## config.mk

```make
export PLATFORM = sky130hd
export DESIGN_NAME = uart_rx_cfg
export DESIGN_NICKNAME = d
export VERILOG_FILES = /design/src/rtl/uart_pkg.sv /design/src/rtl/uart_rx_sync.sv /design/src/rtl/uart_rx_cfg.sv
export SDC_FILE = /design/constraint.sdc
export NUM_CORES = 1
export LEC_CHECK = 0
export BUFFER_PORTS_ARGS = -buffer_cell sky130_fd_sc_hd__buf_4
export CORE_AREA = 2 2 61 63
export CTS_BUF_LIST = sky130_fd_sc_hd__clkbuf_16
export DETAILED_ROUTE_END_ITERATION = 8
export DIE_AREA = 0 0 63 65
export PLACE_DENSITY_LB_ADDON = 0.25
export SLEW_MARGIN = 20
export SYNTH_ARGS = -nofsm -noshare
export SYNTH_HDL_FRONTEND = slang
export SYNTH_SLANG_ARGS = --single-unit
```

## constraint.sdc

```tcl
create_clock -name clock -period 2.4 [get_ports clock]
set_input_delay 0.24 -clock clock [delete_from_list [all_inputs] [get_ports clock]]
set_output_delay 0.24 -clock clock [all_outputs]
set_load 0.01 [all_outputs]
```

## src/rtl/uart_pkg.sv

```systemverilog
// Shared UART definitions: receiver state encoding, parity modes and counter sizing.
package uart_pkg;

  typedef enum logic [2:0] {
    ST_IDLE   = 3'd0,
    ST_START  = 3'd1,
    ST_DATA   = 3'd2,
    ST_PARITY = 3'd3,
    ST_STOP   = 3'd4
  } rx_state_e;

  localparam logic [1:0] PAR_NONE = 2'd0;
  localparam logic [1:0] PAR_EVEN = 2'd1;
  localparam logic [1:0] PAR_ODD  = 2'd2;

  // Width of a counter that walks the sample ticks of one bit period.
  function automatic int tick_cnt_w(input int oversample);
    return $clog2(oversample);
  endfunction

endpackage

```

## src/rtl/uart_rx_sync.sv

```systemverilog
// Two-flop synchroniser for an asynchronous input pin, with a configurable reset level.
module uart_rx_sync #(
  parameter logic RESET_VAL = 1'b1
) (
  input  logic clock,
  input  logic reset,
  input  logic async_in,
  output logic sync_out
);

  logic meta_q, meta_d;
  logic sync_q, sync_d;

  always_comb begin
    meta_d = async_in;
    sync_d = meta_q;
  end

  always_ff @(posedge clock or posedge reset) begin
    if (reset) begin
      meta_q <= RESET_VAL;
      sync_q <= RESET_VAL;
    end else begin
      meta_q <= meta_d;
      sync_q <= sync_d;
    end
  end

  assign sync_out = sync_q;

endmodule

```

## src/rtl/uart_rx_cfg.sv

```systemverilog
// Oversampled UART receiver with configurable width/parity/stop bits and a
// single-word ready/valid holding register with parity, framing and overrun reporting.
module uart_rx_cfg
  import uart_pkg::*;
#(
  parameter int DATA_BITS  = 8,
  parameter int OVERSAMPLE = 16,
  parameter int PARITY_EN  = 0,
  parameter int PARITY_ODD = 0,
  parameter int STOP_BITS  = 1
) (
  input  logic                 clock,
  input  logic                 reset,
  input  logic                 sample_tick,
  input  logic                 serial_in,
  output logic [DATA_BITS-1:0] rx_data,
  output logic                 rx_valid,
  input  logic                 rx_ready,
  output logic                 rx_parity_err,
  output logic                 framing_error,
  output logic                 overrun_error,
  output logic                 busy
);

  localparam int TICK_W = tick_cnt_w(OVERSAMPLE);
  localparam int BIT_W  = $clog2(DATA_BITS + 1);

  localparam logic [TICK_W-1:0] HALF_LAST = TICK_W'(OVERSAMPLE / 2 - 1);
  localparam logic [TICK_W-1:0] FULL_LAST = TICK_W'(OVERSAMPLE - 1);
  localparam logic [BIT_W-1:0]  DATA_LAST = BIT_W'(DATA_BITS - 1);
  localparam logic [BIT_W-1:0]  STOP_LAST = BIT_W'(STOP_BITS - 1);

  localparam logic [1:0] PAR_MODE =
    (PARITY_EN == 0) ? PAR_NONE : ((PARITY_ODD != 0) ? PAR_ODD : PAR_EVEN);
  localparam logic PAR_ODD_BIT = (PAR_MODE == PAR_ODD);

  logic rx_s;

  uart_rx_sync #(
    .RESET_VAL(1'b1)
  ) u_sync (
    .clock    (clock),
    .reset    (reset),
    .async_in (serial_in),
    .sync_out (rx_s)
  );

  rx_state_e             state_q, state_d;
  logic [TICK_W-1:0]     tick_cnt_q, tick_cnt_d;
  logic [BIT_W-1:0]      bit_cnt_q, bit_cnt_d;
  logic [DATA_BITS-1:0]  shift_q, shift_d;
  logic                  par_err_q, par_err_d;
  logic                  frame_err_q, frame_err_d;
  logic                  done_q, done_d;

  logic [DATA_BITS-1:0]  rx_data_q, rx_data_d;
  logic                  rx_valid_q, rx_valid_d;
  logic                  rx_par_err_q, rx_par_err_d;
  logic                  framing_error_q, framing_error_d;
  logic                  overrun_error_q, overrun_error_d;

  logic bit_end;
  assign bit_end = (tick_cnt_q == FULL_LAST);

  always_ff @(posedge clock or posedge reset) begin
    if (reset) begin
      state_q     <= ST_IDLE;
      tick_cnt_q  <= '0;
      bit_cnt_q   <= '0;
      shift_q     <= '0;
      par_err_q   <= 1'b0;
      frame_err_q <= 1'b0;
      done_q      <= 1'b0;
    end else begin
      state_q     <= state_d;
      tick_cnt_q  <= tick_cnt_d;
      bit_cnt_q   <= bit_cnt_d;
      shift_q     <= shift_d;
      par_err_q   <= par_err_d;
      frame_err_q <= frame_err_d;
      done_q      <= done_d;
    end
  end

  // Frame flags are cleared on start detection; the completion logic of the
  // previous frame still sees the old values on that same edge.
  always_comb begin
    state_d     = state_q;
    tick_cnt_d  = tick_cnt_q;
    bit_cnt_d   = bit_cnt_q;
    shift_d     = shift_q;
    par_err_d   = par_err_q;
    frame_err_d = frame_err_q;
    done_d      = 1'b0;

    if (sample_tick) begin
      case (state_q)
        ST_IDLE: begin
          if (!rx_s) begin
            state_d     = ST_START;
            tick_cnt_d  = '0;
            par_err_d   = 1'b0;
            frame_err_d = 1'b0;
          end
        end

        ST_START: begin
          if (tick_cnt_q == HALF_LAST) begin
            if (rx_s) begin
              state_d = ST_IDLE;
            end else begin
              state_d    = ST_DATA;
              tick_cnt_d = '0;
              bit_cnt_d  = '0;
            end
          end else begin
            tick_cnt_d = tick_cnt_q + 1'b1;
          end
        end

        ST_DATA: begin
          if (bit_end) begin
            tick_cnt_d = '0;
            shift_d    = {rx_s, shift_q[DATA_BITS-1:1]};
            if (bit_cnt_q == DATA_LAST) begin
              bit_cnt_d = '0;
              state_d   = (PAR_MODE != PAR_NONE) ? ST_PARITY : ST_STOP;
            end else begin
              bit_cnt_d = bit_cnt_q + 1'b1;
            end
          end else begin
            tick_cnt_d = tick_cnt_q + 1'b1;
          end
        end

        ST_PARITY: begin
          if (bit_end) begin
            tick_cnt_d = '0;
            bit_cnt_d  = '0;
            par_err_d  = ((^shift_q) ^ rx_s) != PAR_ODD_BIT;
            state_d    = ST_STOP;
          end else begin
            tick_cnt_d = tick_cnt_q + 1'b1;
          end
        end

        ST_STOP: begin
          if (bit_end) begin
            tick_cnt_d = '0;
            if (!rx_s) begin
              frame_err_d = 1'b1;
            end
            // Leave at the last stop-bit centre so the next start edge is not missed.
            if (bit_cnt_q == STOP_LAST) begin
              state_d = ST_IDLE;
              done_d  = 1'b1;
            end else begin
              bit_cnt_d = bit_cnt_q + 1'b1;
            end
          end else begin
            tick_cnt_d = tick_cnt_q + 1'b1;
          end
        end

        default: begin
          state_d = ST_IDLE;
        end
      endcase
    end
  end

  always_ff @(posedge clock or posedge reset) begin
    if (reset) begin
      rx_data_q       <= '0;
      rx_valid_q      <= 1'b0;
      rx_par_err_q    <= 1'b0;
      framing_error_q <= 1'b0;
      overrun_error_q <= 1'b0;
    end else begin
      rx_data_q       <= rx_data_d;
      rx_valid_q      <= rx_valid_d;
      rx_par_err_q    <= rx_par_err_d;
      framing_error_q <= framing_error_d;
      overrun_error_q <= overrun_error_d;
    end
  end

  // A word read out on the completion edge frees the holding register for the new one.
  always_comb begin
    rx_data_d       = rx_data_q;
    rx_valid_d      = rx_valid_q;
    rx_par_err_d    = rx_par_err_q;
    framing_error_d = 1'b0;
    overrun_error_d = 1'b0;

    if (rx_valid_q && rx_ready) begin
      rx_valid_d = 1'b0;
    end

    if (done_q) begin
      if (frame_err_q) begin
        framing_error_d = 1'b1;
      end else if (!rx_valid_q || rx_ready) begin
        rx_data_d    = shift_q;
        rx_par_err_d = par_err_q;
        rx_valid_d   = 1'b1;
      end else begin
        overrun_error_d = 1'b1;
      end
    end
  end

  assign rx_data       = rx_data_q;
  assign rx_valid      = rx_valid_q;
  assign rx_parity_err = rx_par_err_q;
  assign framing_error = framing_error_q;
  assign overrun_error = overrun_error_q;
  assign busy          = (state_q != ST_IDLE);

endmodule

```

==> results of run 1 <==
[report_power, final]
group	switching (mW)	total (mW)	leakage [nW]	internal (mW)
Sequential	0.171	0.857	0.486	0.687
Clock	0.226	0.602	0.0687	0.376
Combinational	0.250	0.489	0.438	0.239
[registers in the layout, indices dropped and copies added, names as in the netlist]
signal	cells
frame_err_q	1
overrun_error	1
shift_q	8
u_sync.meta_q	1
tick_cnt_q	4
state_q	3
done_q	1
rx_parity_err	1
u_sync.sync_out	1
bit_cnt_q	4
framing_error	1
rx_valid	1
rx_data	8
par_err_q	1
[worst register-to-register path, stage by stage, from the launching register on]
cell	delay, ps
sky130_fd_sc_hd__dfrtp_1	700
sky130_fd_sc_hd__xnor2_1	190
sky130_fd_sc_hd__a311oi_1	150
sky130_fd_sc_hd__a211oi_2	490
sky130_fd_sc_hd__o31ai_1	180
sky130_fd_sc_hd__a22o_1	220
[synthesized netlist by cell type, drive strengths merged, types with 2 or more instances]
| cell type | n | area share, % |
|---|---|---|
| nor3 | 2 | 1.2 |
| dfrtp | 34 | 46 |
| buf | 5 | 3.1 |
| xnor2 | 10 | 4.8 |
| nand2 | 12 | 2.9 |
| a21o | 2 | 0.82 |
| ha | 3 | 2.0 |
| nand2b | 3 | 1.0 |
| nor4 | 2 | 0.68 |
| inv | 5 | 1.0 |
| nor2 | 7 | 1.8 |
| nand3b | 5 | 2.0 |
| mux2i | 2 | 1.1 |
| o21ai | 10 | 2.9 |
| nand3 | 7 | 1.9 |
| a211oi | 2 | 1.1 |
| mux2 | 19 | 12 |
| nand4 | 2 | 1.0 |
| dfstp | 2 | 2.9 |
[final cells by class]
class / instances / area [µm²]
Sequential cell: 36 / 903
Timing Repair Buffer: 18 / 135
Multi-Input combinational cell: 108 / 838
Tap cell: 48 / 60.1
Inverter: 5 / 18.8
Clock buffer: 5 / 125
Fill cell: 298 / 1400
Clock inverter: 3 / 15.0
[through the flow]
step | instances | area (µm²) | power, mW | util, % | hold WS (ps)
floorplan | 156 | 1840 | 1.29 | - | 244
global placement | 215 | 1960 | 1.33 | 55.9 | 347
detailed placement | 215 | 1960 | 1.35 | 55.9 | 349
CTS | 223 | 2100 | 1.95 | 59.9 | 68.9
global route | 223 | 2100 | 2.08 | 59.9 | 62.7
finish | 223 | 2100 | 1.95 | 59.9 | 67.0
[routing by layer]
layer,global-route usage (%),up-vias,routed length [µm],share of wire [%]
li1,-,583,-,-
met1,22.7,596,1460,47
met2,28.9,28,1500,48
met3,5.73,2,142,4.5
met4,4.17,0,14,0.45
met5,0,-,0,0
[cells by family after synthesis]
group / after synthesis
and+or+nand+nor: 50
DFF: 36
AOI/OAI and AO/OA: 23
muxes: 21
buffers and inverters: 12
xor gates and xnor gates: 11
adders and majority gates: 3
[worst max path at each step]
stage | startpoint | endpoint | depth (start not counted)
6_report | state_q[2] | bit_cnt_q[2] | 5
5_1_grt | state_q[2] | bit_cnt_q[3] | 5
3_3_place_gp | state_q[0] | state_q[2] | 5
4_1_cts | state_q[2] | bit_cnt_q[2] | 5
2_1_floorplan | tick_cnt_q[0] | shift_q[0] | 5
3_5_place_dp | state_q[2] | bit_cnt_q[2] | 5
==> impl_summary.txt, run 1 <==
----------------------------------------------------
[STA]
  Min Tclk post-route ... around 2000 ps
  Setup TNS Final ... 0 ps
  RSZ-0062 raised after global routing ... no
  Worst Setup Slack, final ... around 370 ps
  Fin Clk Skew ... 4.60 ps
  Share of the clock period used by the worst path ... 84.5%
  Actual transition at the worst max-transition pin ... 594 ps
  Final Hold Violating Endpoints ... 0
  Setup violations, final ... 0
  Max-slew violation count ... 0
  Worst slew margin ... a little over 60%
  F_max ... ~500 MHz

[Routing]
  DRT antenna net count ... 0
  Drt via density ... ~5.4
  First-pass iteration count of the detailed router ... 4
  DRC viols ... 0
  Iteration-0 DRC Markers ... 42
  Detailed-route wire length ... roughly 3100 µm
  Wire length per cell ... roughly 14 µm
  Number of vias in the routed layout ... about 1.2k

[Yosys]
  Post-synthesis simple-gate area fraction ... 16.9%
  Number of nets in the synthesized netlist ... around 160
  Synth Warn # ... 0
  Post-synthesis mux area share ... around an eighth
  Synth cell types ... 48
  Post-synthesis share of cell area spent on xor and xnor gates ... between 5 and 6%
  Post-synthesis share of cell area spent on full adders, half adders and majority gates ... ~2%
  Area fraction in compound gates after synthesis ... 8.71%
  Cell area after technology mapping ... about 1800 µm²
  Largest family of logic cells by synthesized area ... simple AND/OR/NAND/NOR gates
  Count of mapped cells out of synthesis ... ~160
  Syn Area/Cell ... between 10 and 15 µm²
  Seq cells post-synth ... 36
  Async S/R FF share, synth ... 100%
  Dominant register cell in the synthesized netlist ... sky130_fd_sc_hd__dfrtp_1
  Count of flip-flops with a built-in enable after synthesis ... 0
  Portion of the post-synthesis area used by sequential elements ... 49.1%

[Clock network]
  Maximum buffer depth of the clock tree ... 2
  Number of buffers inserted during clock tree synthesis ... 5
  Gates resized, CTS repair ... 0
  TritonCTS clock tree ... built
  CTS H-tree lvls ... 2
  Cell at the root of the clock tree ... sky130_fd_sc_hd__clkbuf_16
  Clock-pin slew reported for the worst setup and hold paths after clock tree synthesis ... about 50 ps
  CTS hold repair buffers ... 0
  Post-CTS setup buffer count ... 0
  Clock latency reported for the late side of the worst-skew pair ... between 200 and 300 ps
  Clock Sink Count ... 36

[Floorplanning]
  Die X ... 63 µm
  Core ar. ... approximately 3500 µm²
  Ports placed on the boundary ... 18
  Starting density of the core ... approximately 53%
  Die Footprint ... 4100 µm²
  Die Ht ... ~65 µm
  Site Rows ... 22

[Critical path]
  Cell with the largest stage delay on the worst path ... sky130_fd_sc_hd__dfrtp_1
  Setup crit start kind ... flip-flop
  Setup crit end kind ... flip-flop
  Terminus of the critical flop-to-flop path ... bit_cnt_q[2]
  Gate family responsible for the most delay along the worst path ... compound AO/OA/AOI/OAI gates
  Critical path data required time ... 2560 ps
  CP max FO ... 18
  Cell count of the worst reg-to-reg path ... 5
  RR Startpoint ... state_q[2]
  Flop-to-flop setup slack ... roughly 370 ps
  Number of buffer and inverter stages on the critical path ... 0
  Critical path's largest stage delay ... roughly 700 ps
  Start-to-end type of the worst setup path ... flip-flop to flip-flop
  Cell-by-cell trace of the critical path ... xnor2_1, a311oi_1, a211oi_2, o31ai_1, a22o_1
  Data arrival time of the critical path ... 2190 ps

[Power]
  Leak Pwr ... approximately 0.99 nW
  Power density relative to cell area ... approximately 930 nW/µm²
  Worst VDD drop ... roughly 0.66 mV

[Global route]
  First-pass GRT wire length ... 5580 µm
  GRT Resource Usage Total ... about 18%
  Gr ovfl total ... 0
  Number of antenna violations at the first check in global routing ... 0
  Via count of the first global-routing pass ... about 1.2k
  Maximum number of pins on one net before global-route repair ... 37

[Place]
  Port buffer count ... 17
  Placed wire-length estimate ... between 2000 and 2500 µm
  Dpl ws ... roughly 430 ps
  Gp weighted congestion ... 0.804

[Layout]
  Number of nets in the layout ... 182
  Fraction of final layout cells with drive strength greater than 1 ... a little under a third
  Commonest cells after routing, fill and taps aside ... sky130_fd_sc_hd__dfrtp_1, sky130_fd_sc_hd__buf_4, sky130_fd_sc_hd__mux2_2
  Most frequent standard cell in the layout excluding fill and tap cells ... sky130_fd_sc_hd__dfrtp_1
  Number of antenna repair diodes ... 0
  Area overhead of the layout relative to synthesis ... 13.9%

[Flow run]
  Maximum capacitance violations ... 0

[Status]
  Run status ... completed

[Min path]
  Hold Path Class ... input pin to asynchronous set/reset pin

----------------------------------------------------
Power figures use the tool's default switching activity.
==> inputs of run 2 (changes only) <==
- CORE_AREA: 2 2 61 63 -> 2 2 63 65
- DIE_AREA: 0 0 63 65 -> 0 0 65 67
- clock period: 2.4 -> 1.71 ns (I/O delays scaled with it)
==> run 2 against run 1 <==
  * The run now ends with negative hold slack left
  * Clock skew fell by 1.4 ps
  * Die area rose by 6.3%
  * Worst setup slack got worse by 350 ps
  * Register-to-register slack got worse by 350 ps
  * Core utilization rose by 5.2 points
  * Wire length rose by 23%
  * Clock-buffer cell count did not move
  * Total power rose by 67%
  * Cell count rose by 10%
  * Global-route usage rose by 1.7 points
  * Fmax rose by 20%
  * Sequential power rose by 33%
  * Critical endpoint unchanged
==> impl_summary.txt, run 2 (synthesized netlist as in run 1, its figures left out) <==
----------------------------------------------------
[Status]
  Run status ... finished with violations
  Violations in the final reports ... negative hold slack

[Power]
  Worst VDD drop ... roughly 0.8 mV
  Switching share of power ... between 30% and 40%
  Power share of the sequential group ... a little over a third
  P_sw ... 1.13 mW
  Clk pwr share ... roughly 27%
  Logic pwr share ... 37.8%
  Leak Pwr ... 1.12 nW
  Internal power ... approximately 2.1 mW
  Power density relative to cell area ... roughly 1400 nW/µm²

[Critical path]
  Number of buffer and inverter stages on the critical path ... 3
  CP max FO ... 4
  Setup crit end kind ... flip-flop
  Gate family responsible for the most delay along the worst path ... compound AO/OA/AOI/OAI gates
  Start-to-end type of the worst setup path ... flip-flop to flip-flop
  RR Startpoint ... bit_cnt_q[0]
  Most common cell type on the critical path ... sky130_fd_sc_hd__inv_2
  Cell-by-cell trace of the critical path ... inv_2, ha_4, inv_2, o311ai_1, buf_4, a211oi_4, o31ai_1, a22o_1
  Critical path data required time ... 1880 ps
  Startpoint of the worst setup timing path ... bit_cnt_q[0]
  Setup crit start kind ... flip-flop
  Cell with the largest stage delay on the worst path ... sky130_fd_sc_hd__dfrtp_1
  Critical path's largest stage delay ... about 380 ps
  Data arrival time of the critical path ... about 1900 ps

[Global route]
  First-pass GRT wire length ... 6140 µm
  Maximum number of pins on one net before global-route repair ... 37
  GRT Resource Usage Total ... between 10% and 20%
  Via count of the first global-routing pass ... about 1.3k
  Number of antenna violations at the first check in global routing ... 0
  Gr ovfl total ... 0

[Routing]
  DRT antenna net count ... 0
  Detailed-route wire length ... ~3800 µm
  DRC viols ... 0
  Drt via density ... around 5.3
  First-pass iteration count of the detailed router ... 4
  Iteration-0 DRC Markers ... 68
  Number of vias in the routed layout ... roughly 1.3k
  Wire length per cell ... roughly 16 µm

[STA]
  Min Tclk post-route ... between 1500 and 2000 ps
  Final hold slack ... -3.82 ps
  Setup violations, final ... 0
  Fin Clk Skew ... 3.18 ps
  Max-slew violation count ... 0
  F_max ... 594 MHz
  Setup TNS Final ... 0 ps
  Share of the clock period used by the worst path ... 98.5%
  Worst slew margin ... between 70 and 80%
  Final Hold Violating Endpoints ... 12
  Actual transition at the worst max-transition pin ... ~450 ps
  Worst Setup Slack, final ... between 20 and 30 ps

[Layout]
  Fraction of final layout cells with drive strength greater than 1 ... 44.4%
  Area taken by multi-input logic gates ... around 900 µm²
  Area overhead of the layout relative to synthesis ... 27.8%
  Commonest cells after routing, fill and taps aside ... sky130_fd_sc_hd__buf_4, sky130_fd_sc_hd__dfrtp_1, sky130_fd_sc_hd__mux2_2
  Number of filler instances in the final layout ... between 200 and 300
  Number of antenna repair diodes ... 0
  Number of nets in the layout ... 205
  Register area ... about 910 µm²
  Most frequent standard cell in the layout excluding fill and tap cells ... sky130_fd_sc_hd__buf_4
  Final cell count without fillers ... roughly 250

[Floorplanning]
  Die Ht ... between 60 and 70 µm
  Starting density of the core ... around 50%
  Site Rows ... 22
  Core ar. ... 3610 µm²
  Ports placed on the boundary ... 18
  Die Footprint ... about 4400 µm²
  Die X ... approximately 65 µm

[Clock network]
  Clock Sink Count ... 36
  CTS H-tree lvls ... 2
  Maximum buffer depth of the clock tree ... 2
  Clock latency reported for the late side of the worst-skew pair ... 280 ps
  Number of buffers inserted during clock tree synthesis ... 5
  Cell at the root of the clock tree ... sky130_fd_sc_hd__clkbuf_16
  TritonCTS clock tree ... built
  Clock-pin slew reported for the worst setup and hold paths after clock tree synthesis ... about 60 ps

[Place]
  Gp weighted congestion ... 0.912
  Number of placed instances, taps included ... 230
  Placed wire-length estimate ... between 2000 and 3000 µm
  Dpl ws ... -25.0 ps
  Port buffer count ... 17

[Min path]
  Hold Path Class ... input pin to asynchronous set/reset pin

[Flow run]
  Maximum capacitance violations ... 0

----------------------------------------------------
## run 2: final cells by class
| class | instances | area share [%] |
|---|---|---|
| tap | 48 | 2.55 |
| sequential | 36 | 38.6 |
| inverter | 5 | 0.798 |
| multi-input combinational | 108 | 38.3 |
| clock inverter | 3 | 0.798 |
| clock buffer | 5 | 5.32 |
| timing repair buffer | 41 | 13.6 |
## run 2: through the flow
stage / utilization (%) / hold WS [ps] / cell area [µm²] / power [mW]
after global placement: 57.7 / 280 / 2080 / 2.03
after global routing: 65.2 / 37.1 / 2350 / 3.42
after floorplan: - / 175 / 1840 / 1.81
after CTS: 62.5 / 13.4 / 2250 / 3.03
final: 65.2 / -3.82 / 2350 / 3.25
after detailed placement: 57.7 / 280 / 2080 / 2.09
## run 2: power groups by stage
stage	Sequential, mW	Clock (mW)	Combinational, mW
floorplan	1.08	0	0.738
global placement	1.12	0	0.913
detailed placement	1.13	0	0.959
CTS	1.13	0.900	1.00
global route	1.15	0.931	1.34
finish	1.14	0.885	1.23
## run 2: layer usage
layer,wire length [µm],up-vias,global-route usage (%)
met1,1640,652,22.6
li1,-,627,-
met3,117,6,5.74
met4,47,0,8.78
met2,2020,24,32.5
met5,0,-,0
## run 2: repair_timing
action,in CTS,in global routing
hold buffers,1,0
resized for setup,3,17
endpoints found under the setup margin,8,18
endpoints found under the hold margin,1,0
gates cloned,0,0
pin swaps,0,5
setup buffers,0,7
## run 2: tightest hold or removal path, stage by stage
cell and delay (ps):
sky130_fd_sc_hd__buf_4 110, sky130_fd_sc_hd__inv_1 40, sky130_fd_sc_hd__buf_4 390
## run 2: final timing paths
path	to	slack (ps)	cells past startpoint
min in group clock	overrun_error	190	3
max in group asynchronous	u_sync.sync_out	1380	3
max	bit_cnt_q[2]	30	8
min reg2reg	u_sync.sync_out	350	0
min	overrun_error	-4	3
max reg2reg	bit_cnt_q[2]	30	8
